**config.mk**
```make
export PLATFORM = sky130hd
export DESIGN_NAME = neuron_core_wb_slave
export DESIGN_NICKNAME = d
export VERILOG_FILES = /design/src/rtl/neuron_core_wb_slave.sv
export SDC_FILE = /design/constraint.sdc
export NUM_CORES = 1
export LEC_CHECK = 0
export BUFFER_PORTS_ARGS = -buffer_cell sky130_fd_sc_hd__buf_2
export CAP_MARGIN = 20
export CORE_MARGIN = 1.5
export CORE_UTILIZATION = 45
export CTS_CLUSTER_SIZE = 40
export DETAILED_ROUTE_END_ITERATION = 10
export GPL_TIMING_DRIVEN = 0
export PLACE_DENSITY = 0.85
export SYNTH_ARGS = -nofsm -noshare
export SYNTH_HDL_FRONTEND = slang
export SYNTH_SLANG_ARGS = --single-unit
```
**constraint.sdc**
```tcl
create_clock -name wb_clk_i -period 3.35 [get_ports wb_clk_i]
set_input_delay 0.67 -clock wb_clk_i [delete_from_list [all_inputs] [get_ports wb_clk_i]]
set_output_delay 0.67 -clock wb_clk_i [all_outputs]
set_load 0.01 [all_outputs]
```
**src/rtl/neuron_core_wb_slave.sv**
```systemverilog
`default_nettype none
// ============================================================================
//  Module      : neuron_core_wb_slave
//  Description : Wishbone slave front end for the 256-neuron core. Registers
//                in-window requests, issues single-cycle read/write strobes to
//                the core decoder, waits a fixed read latency and returns a
//                registered one-cycle acknowledge.
//  Revision    : 1.0 - initial release
// ============================================================================
module neuron_core_wb_slave #(
    parameter logic [31:0] BASE_ADDR    = 32'h3000_0000,
    parameter logic [31:0] ADDR_MASK    = 32'hFFFF_8000,
    parameter int          READ_LATENCY = 2
) (
    input  logic        wb_clk_i,
    input  logic        wb_rst_n,
    input  logic        wb_cyc_i,
    input  logic        wb_stb_i,
    input  logic        wb_we_i,
    input  logic [3:0]  wb_sel_i,
    input  logic [31:0] wb_adr_i,
    input  logic [31:0] wb_dat_i,
    output logic        wb_ack_o,
    output logic [31:0] wb_dat_o,
    output logic [31:0] core_addr,
    output logic [31:0] core_wdata,
    output logic [3:0]  core_sel,
    output logic        core_we,
    output logic        core_re,
    input  logic [31:0] core_rdata
);

    // Counter preload: WAIT counts down from here to zero, so the capture edge
    // lands READ_LATENCY cycles after the core_re cycle.
    localparam logic [2:0] c_LAT_M1 = 3'(READ_LATENCY - 1);

    // Region codes from core_addr[14:13]; only region 3 is unmapped for reads,
    // and only regions 0/1 (bit 14 clear) accept writes.
    localparam logic [1:0] c_REGION_UNMAPPED = 2'b11;

    typedef enum logic [1:0] {
        S_IDLE = 2'd0,
        S_CMD  = 2'd1,
        S_WAIT = 2'd2,
        S_ACK  = 2'd3
    } state_t;

    state_t      r_state;
    state_t      w_state_nxt;
    logic [2:0]  r_cnt;
    logic [2:0]  w_cnt_nxt;
    logic [31:0] r_rd_buf;
    logic [31:0] w_rd_buf_nxt;
    logic        r_ack;
    logic        w_ack_nxt;
    logic [31:0] r_dat;
    logic [31:0] w_dat_nxt;
    logic        r_core_we;
    logic        w_core_we_nxt;
    logic        r_core_re;
    logic        w_core_re_nxt;
    logic        r_we_req;
    logic [31:0] r_addr;
    logic [31:0] r_wdata;
    logic [3:0]  r_sel;

    logic        w_hit;
    logic        w_accept;
    logic [1:0]  w_in_region;
    logic [1:0]  w_lat_region;

    assign w_hit        = ((wb_adr_i & ADDR_MASK) == (BASE_ADDR & ADDR_MASK));
    assign w_accept     = (r_state == S_IDLE) & wb_cyc_i & wb_stb_i & w_hit;
    assign w_in_region  = wb_adr_i[14:13];
    assign w_lat_region = r_addr[14:13];

    // State, counter, read buffer and registered outputs.
    always_ff @(posedge wb_clk_i or negedge wb_rst_n) begin
        if (!wb_rst_n) begin
            r_state   <= S_IDLE;
            r_cnt     <= 3'd0;
            r_rd_buf  <= 32'd0;
            r_ack     <= 1'b0;
            r_dat     <= 32'd0;
            r_core_we <= 1'b0;
            r_core_re <= 1'b0;
        end else begin
            r_state   <= w_state_nxt;
            r_cnt     <= w_cnt_nxt;
            r_rd_buf  <= w_rd_buf_nxt;
            r_ack     <= w_ack_nxt;
            r_dat     <= w_dat_nxt;
            r_core_we <= w_core_we_nxt;
            r_core_re <= w_core_re_nxt;
        end
    end

    // Request latch: captured only on accept, held until the next accept.
    always_ff @(posedge wb_clk_i or negedge wb_rst_n) begin
        if (!wb_rst_n) begin
            r_we_req <= 1'b0;
            r_addr   <= 32'd0;
            r_wdata  <= 32'd0;
            r_sel    <= 4'h0;
        end else if (w_accept) begin
            r_we_req <= wb_we_i;
            r_addr   <= wb_adr_i;
            r_wdata  <= wb_dat_i;
            r_sel    <= wb_sel_i;
        end
    end

    // Next-state logic. Strobes are decided at accept time so that the
    // registered strobe is high exactly during the CMD cycle.
    always_comb begin
        w_state_nxt   = r_state;
        w_cnt_nxt     = r_cnt;
        w_rd_buf_nxt  = r_rd_buf;
        w_ack_nxt     = 1'b0;
        w_dat_nxt     = 32'd0;
        w_core_we_nxt = 1'b0;
        w_core_re_nxt = 1'b0;
        case (r_state)
            S_IDLE: begin
                if (w_accept) begin
                    w_state_nxt   = S_CMD;
                    w_core_we_nxt = wb_we_i & ~w_in_region[1] & (|wb_sel_i);
                    w_core_re_nxt = ~wb_we_i & (w_in_region != c_REGION_UNMAPPED);
                end
            end
            S_CMD: begin
                if (!wb_cyc_i) begin
                    w_state_nxt = S_IDLE;
                end else if (r_we_req) begin
                    w_state_nxt = S_ACK;
                    w_ack_nxt   = 1'b1;
                end else if (w_lat_region == c_REGION_UNMAPPED) begin
                    w_rd_buf_nxt = 32'd0;
                    w_state_nxt  = S_ACK;
                    w_ack_nxt    = 1'b1;
                end else begin
                    w_cnt_nxt   = c_LAT_M1;
                    w_state_nxt = S_WAIT;
                end
            end
            S_WAIT: begin
                if (!wb_cyc_i) begin
                    w_state_nxt = S_IDLE;
                end else if (r_cnt == 3'd0) begin
                    w_rd_buf_nxt = core_rdata;
                    w_dat_nxt    = core_rdata;
                    w_ack_nxt    = 1'b1;
                    w_state_nxt  = S_ACK;
                end else begin
                    w_cnt_nxt = r_cnt - 3'd1;
                end
            end
            S_ACK: begin
                w_state_nxt = S_IDLE;
            end
            default: begin
                w_state_nxt = S_IDLE;
            end
        endcase
    end

    assign wb_ack_o   = r_ack;
    assign wb_dat_o   = r_dat;
    assign core_addr  = r_addr;
    assign core_wdata = r_wdata;
    assign core_sel   = r_sel;
    assign core_we    = r_core_we;
    assign core_re    = r_core_re;

endmodule
`default_nettype wire

```
---- Yosys cells after proc, flatten, opt, wreduce, memory -nomap -nowiden ----
Index checks and enable logic that the tools add are counted.
word-level totals
  register bits ........................... 109
  logic and storage cells ................. 64
cells by class
  bitwise gates (word level) .............. 8
  reduce and logical (&&, ||, !) cells .... 6
  multiplexer cells ....................... 26
  add/subtract/negate cells ............... 1
  equality and inequality tests ........... 13
operator list
  kind                                                                count
  32-bit two-way mux                                                  3
  17-bit by 15-bit == test with 1-bit output, second input constant   1
  3-bit two-way mux                                                   5
  2-bit inequality test, second input constant                        7
  1-bit two-way mux                                                   11
  2-bit two-way mux                                                   4
  2-bit case mux with 4 select lines                                  1
  1-bit AND                                                           6
  2-bit == test, second input constant                                3
  3-bit case mux with 2 select lines                                  1
  6-bit AND reduction                                                 1
  4-bit OR reduction                                                  1
  3-bit zero test                                                     1
  3-bit inequality test, second input constant                        1
  3-bit by 1-bit subtractor with 3-bit output, second input constant  1
  2-bit by 1-bit == test with 1-bit output, second input constant     1
  2-bit zero test                                                     1
  1-bit NOT                                                           2
  1-bit case mux with 2 select lines                                  1
  2-bit AND reduction                                                 1
  2-bit nonzero test                                                  1

---- Depth between registers and ports, before layout ----
  depth in word-level cells ............... 6
  gate-level depth with buffers ........... 7

---- Worst setup path before layout ----
Ideal clock, no wire load.
  path type ............................... input to register
  start ................................... input wb_adr_i[18]
  end ..................................... register r_addr[13] (netlist: core_addr[13])
  data required time ...................... 3,223 ps
  slack ................................... 1,317 ps
  stages .................................. 5
  arrival ................................. 1,906 ps
  setup time .............................. 127 ps
  cell sequence ........................... nor4_2 > nand4_2 > nor2_8 > buf_6 > mux2_1
between the ends
  longest elaborated chain between the ends .. 2
ends and longest elaborated chain
  what                                        RTL line  text
  start: declaration                          21        input logic [31:0] wb_adr_i,
  17-bit by 15-bit == test with 1-bit output  72        assign w_hit = ((wb_adr_i & ADDR_MASK) == (BASE_ADDR & ADDR_MASK));
  1-bit AND                                   73        assign w_accept = (r_state == S_IDLE) & wb_cyc_i & wb_stb_i & w_hit;
  end signal: assignment                      107       r_addr <= wb_adr_i;
  end: declaration                            63        logic [31:0] r_addr;
Every way passes these cells.
A chain may end at the register's enable or synchronous reset.

---- Worst setup path in the final report ----
  start ................................... register r_state[0]
  end ..................................... register r_addr[13] (netlist: core_addr[13])
between the ends
  longest elaborated chain between the ends .. 4
ends and longest elaborated chain
  what                      RTL line  text
  start: declaration        48        state_t r_state;
  start signal: assignment  88        r_state <= w_state_nxt;
  2-bit zero test           73
  1-bit AND (3 in series)   73
Every way passes these cells.

==> results by group <==
Global route
  – Antenna violations before repair: 0
  – Vias in the first global route: 3072
  – Global-route usage over all layers: 18.6%
  – Largest net degree at the start of global routing: 64
  – GRT overflow: 0
  – First-pass GRT wire length: between 10000 and 15000 um

Cells and area
  – Multi-input gate area: 1460 sq um
  – Fin nets: 604
  – Layout area overhead: 33.3%
  – # fillers: 741
  – Layout cell share with drive strength beyond 1: 58.4%
  – Commonest non-fill, non-tap cell in the layout: buf_2
  – Reg area: 2730 sq um
  – ANT cells: 0
  – Commonest non-fill, non-tap cells in the layout: 207 x buf_2, 109 x dfrtp_1, 50 x mux2_4
  – Post-Layout Cell Count: 627

CTS
  – Setup bufs post-CTS: 0
  – CTS tree: done
  – PostCTS Resize Cnt: 0
  – Root Driver: clkbuf_8
  – Skew-Pair Late Insertion Delay: 0.35 ns
  – Clock Path Buffers: 2
  – Clk pin slew, worst setup/hold paths: 0.10 ns
  – Clock Sinks: 109
  – Hold buffer count at CTS: 0
  – CTS Buf Count: 9
  – H-tree depth: 3

Detailed routing
  – DR WL/cell: 15.0 um
  – First-iteration detailed-routing DRC count: 51
  – Post-route ant nets: 0
  – Wire length on met1: about 3700 um
  – First-pass DRT Iterations: 4
  – Post-route DRC: 0
  – DR WL met2: 4850 um
  – Post-DR vias/cell: 4.64
  – WL met3: 806 um
  – Total wire length: 9410 um
  – Via count: 2907
  – Top sig layer: met4

Timing
  – Setup TNS: 0 ns
  – Worst relative slew slack: 58.7%
  – Min cycle time layout: between 2 and 2.5 ns
  – RSZ-0062 raised after global routing: false
  – Max Clock Freq: 456 MHz
  – Setup Skew: 0.00942 ns
  – Hold Slack: 0.306 ns
  – Worst-Margin Slew: 0.619 ns
  – Final max-slew violation count: 0
  – Setup ws final: 1.15 ns
  – Period utilization: 65.5%
  – Final hold vios: 0
  – Final Setup Violations: 0

Yosys
  – Largest family of logic cells by synthesized area: multiplexers
  – Unique masters post-synth: 35
  – Synth Area in Simple Gates: between 10% and 20%
  – Synth Area per Inst: approximately 16 sq um
  – Mapped cell area: 4340 sq um
  – Post-synthesis mux area share: 17.8%
  – Synth Area in XOR/XNOR: 0.202%
  – Post-Synth Adder-Cell Area: 1.73%
  – Syn Inst Count: 274
  – Post-synthesis register bit count: 109
  – Seq/Total Area, Yosys: 62.9%
  – Yosys warns: 0
  – Synth Area in Compound Gates: 2.28%
  – Synthesized net count: roughly 390

Worst setup path
  – Worst EP arrival: 2.44 ns
  – Critical Path Start Type: flop
  – CP delay by family, top: simple AND/OR/NAND/NOR gates
  – Slowest stage delay, CP: between 0.3 and 0.4 ns
  – Worst-path cell chain: inv_1 -> ha_1 -> nor4b_2 -> nand3_2 -> nor2_8 -> buf_6 -> mux2_1
  – Reg2Reg Capture Point: core_addr[13]$_DFFE_PN0P_
  – CP Depth: 7
  – Reg2Reg Setup Slack: roughly 1.2 ns
  – FF-to-FF path depth: 7
  – CP Max Fanout: 10
  – Reg2reg start: r_state[0]$_DFFE_PN0P_
  – Worst EP required: ~3.6 ns
  – Slowest cell on the critical path: dfrtp_1
  – WS Path Type: reg -> reg
  – CP Buf/Inv Count: 2
  – Nature of the critical path endpoint: flop

Pwr
  – Largest vdd supply drop: 0.000243 V
  – Total power: 2.45 mW
  – Leakage power: 3.36 nW
  – PwrDens: 423 nW/um^2

Floorplanning
  – Core Box Area: 9280 sq um
  – Starting density of the core: 46.7%
  – Die W: about 100 um
  – Row count: 35
  – Die Ht: 101 um
  – IO Count: 208
  – Total die area: approximately 10000 sq um

Place
  – Dpl cells: 611
  – GP Congestion: around 0.75
  – Port-buffer cells: 207
  – Hpwl dp: roughly 7300 um
  – Post-Place Setup Slack: 1.02 ns

Min path
  – Hold Path Class: in -> async

Outcome
  – Status: completed

Run
  – MaxCap Viol Count: 0
## per-layer routing
layer | vias to the layer above | track usage (%)
met5 | - | 0
met4 | 0 | 5.77
met3 | 10 | 5.52
met2 | 133 | 33.9
met1 | 1404 | 20.9
li1 | 1360 | -
## how the worst max path moves through the flow
stage,end,slack (ns),startpoint
floorplan,core_addr[13]$_DFFE_PN0P_,1.32,wb_adr_i[18]
global placement,wb_dat_o[7]$_DFF_PN0_,0.53,wb_rst_n
detailed placement,core_addr[13]$_DFFE_PN0P_,1.02,wb_adr_i[18]
CTS,core_addr[13]$_DFFE_PN0P_,1.14,r_state[0]$_DFFE_PN0P_
global route,core_addr[14]$_DFFE_PN0P_,0.94,r_state[0]$_DFFE_PN0P_
finish,core_addr[13]$_DFFE_PN0P_,1.15,r_state[0]$_DFFE_PN0P_
## worst register-to-register path: stages, from the launching register on
cell and delay, ns:
dfrtp_1 0.39, inv_1 0.12, ha_1 0.27, nor4b_2 0.29, nand3_2 0.20, nor2_8 0.29
buf_6 0.20, mux2_1 0.33
## logic make-up after synthesis
| group | after synthesis |
|---|---|
| flops | 109 |
| simple gates | 76 |
| mux | 52 |
| buf+inv | 16 |
| compound gates | 14 |
| fa+ha+maj | 6 |
| xor+xnor | 1 |
## stage by stage
stage	instance area, sq um	util (%)
final	5780	62.3
after CTS	5780	62.3
after detailed placement	5560	59.9
after floorplan	4340	-
after global routing	5780	62.3
after global placement	5530	59.6
## sequential cells by signal, indices dropped and copies added, names as in the netlist
register / flops
core_sel: 4
r_we_req: 1
r_cnt: 3
core_addr: 32
core_re: 1
wb_ack_o: 1
r_state: 2
core_we: 1
core_wdata: 32
wb_dat_o: 32
## synthesized netlist by cell type (all sizes together)
cell / count / area share (%)
a2111oi: 2 / 0.40
a211o: 2 / 0.40
a211oi: 1 / 0.17
a21o: 1 / 0.17
a31oi: 1 / 0.14
and2: 32 / 4.6
and3b: 1 / 0.20
and4bb: 2 / 0.58
buf: 7 / 2.7
clkbuf: 3 / 0.26
dfrtp: 109 / 63
ha: 6 / 1.7
inv: 6 / 0.52
mux2: 52 / 18
nand2: 7 / 0.61
nand2b: 1 / 0.14
nand3: 1 / 0.23
nand4: 1 / 0.29
nor2: 6 / 0.89
nor2b: 16 / 2.3
nor3: 2 / 0.23
nor4: 3 / 0.72
nor4b: 1 / 0.35
o21a: 1 / 0.17
o21ai: 4 / 0.46
o22a: 1 / 0.20
o22ai: 1 / 0.14
or2: 3 / 0.43
xnor2: 1 / 0.20
## power breakdown
group          internal (mW)  total [mW]  switching, mW  leakage [nW]
Sequential              1.34        1.35         0.0120          1.52
Combinational          0.123       0.262          0.139          1.74
Clock                  0.382       0.834          0.451         0.107
## cell type report
type | count | share of cell area (%)
Inverter | 6 | 0.390
Clock inverter | 6 | 1.34
Sequential cell | 109 | 47.2
Tap cell | 129 | 2.79
Multi-Input combinational cell | 149 | 25.2
Timing Repair Buffer | 208 | 18.4
Buffer | 10 | 2.21
Clock buffer | 10 | 2.38
No activity file was read; power rests on OpenSTA's default activity.
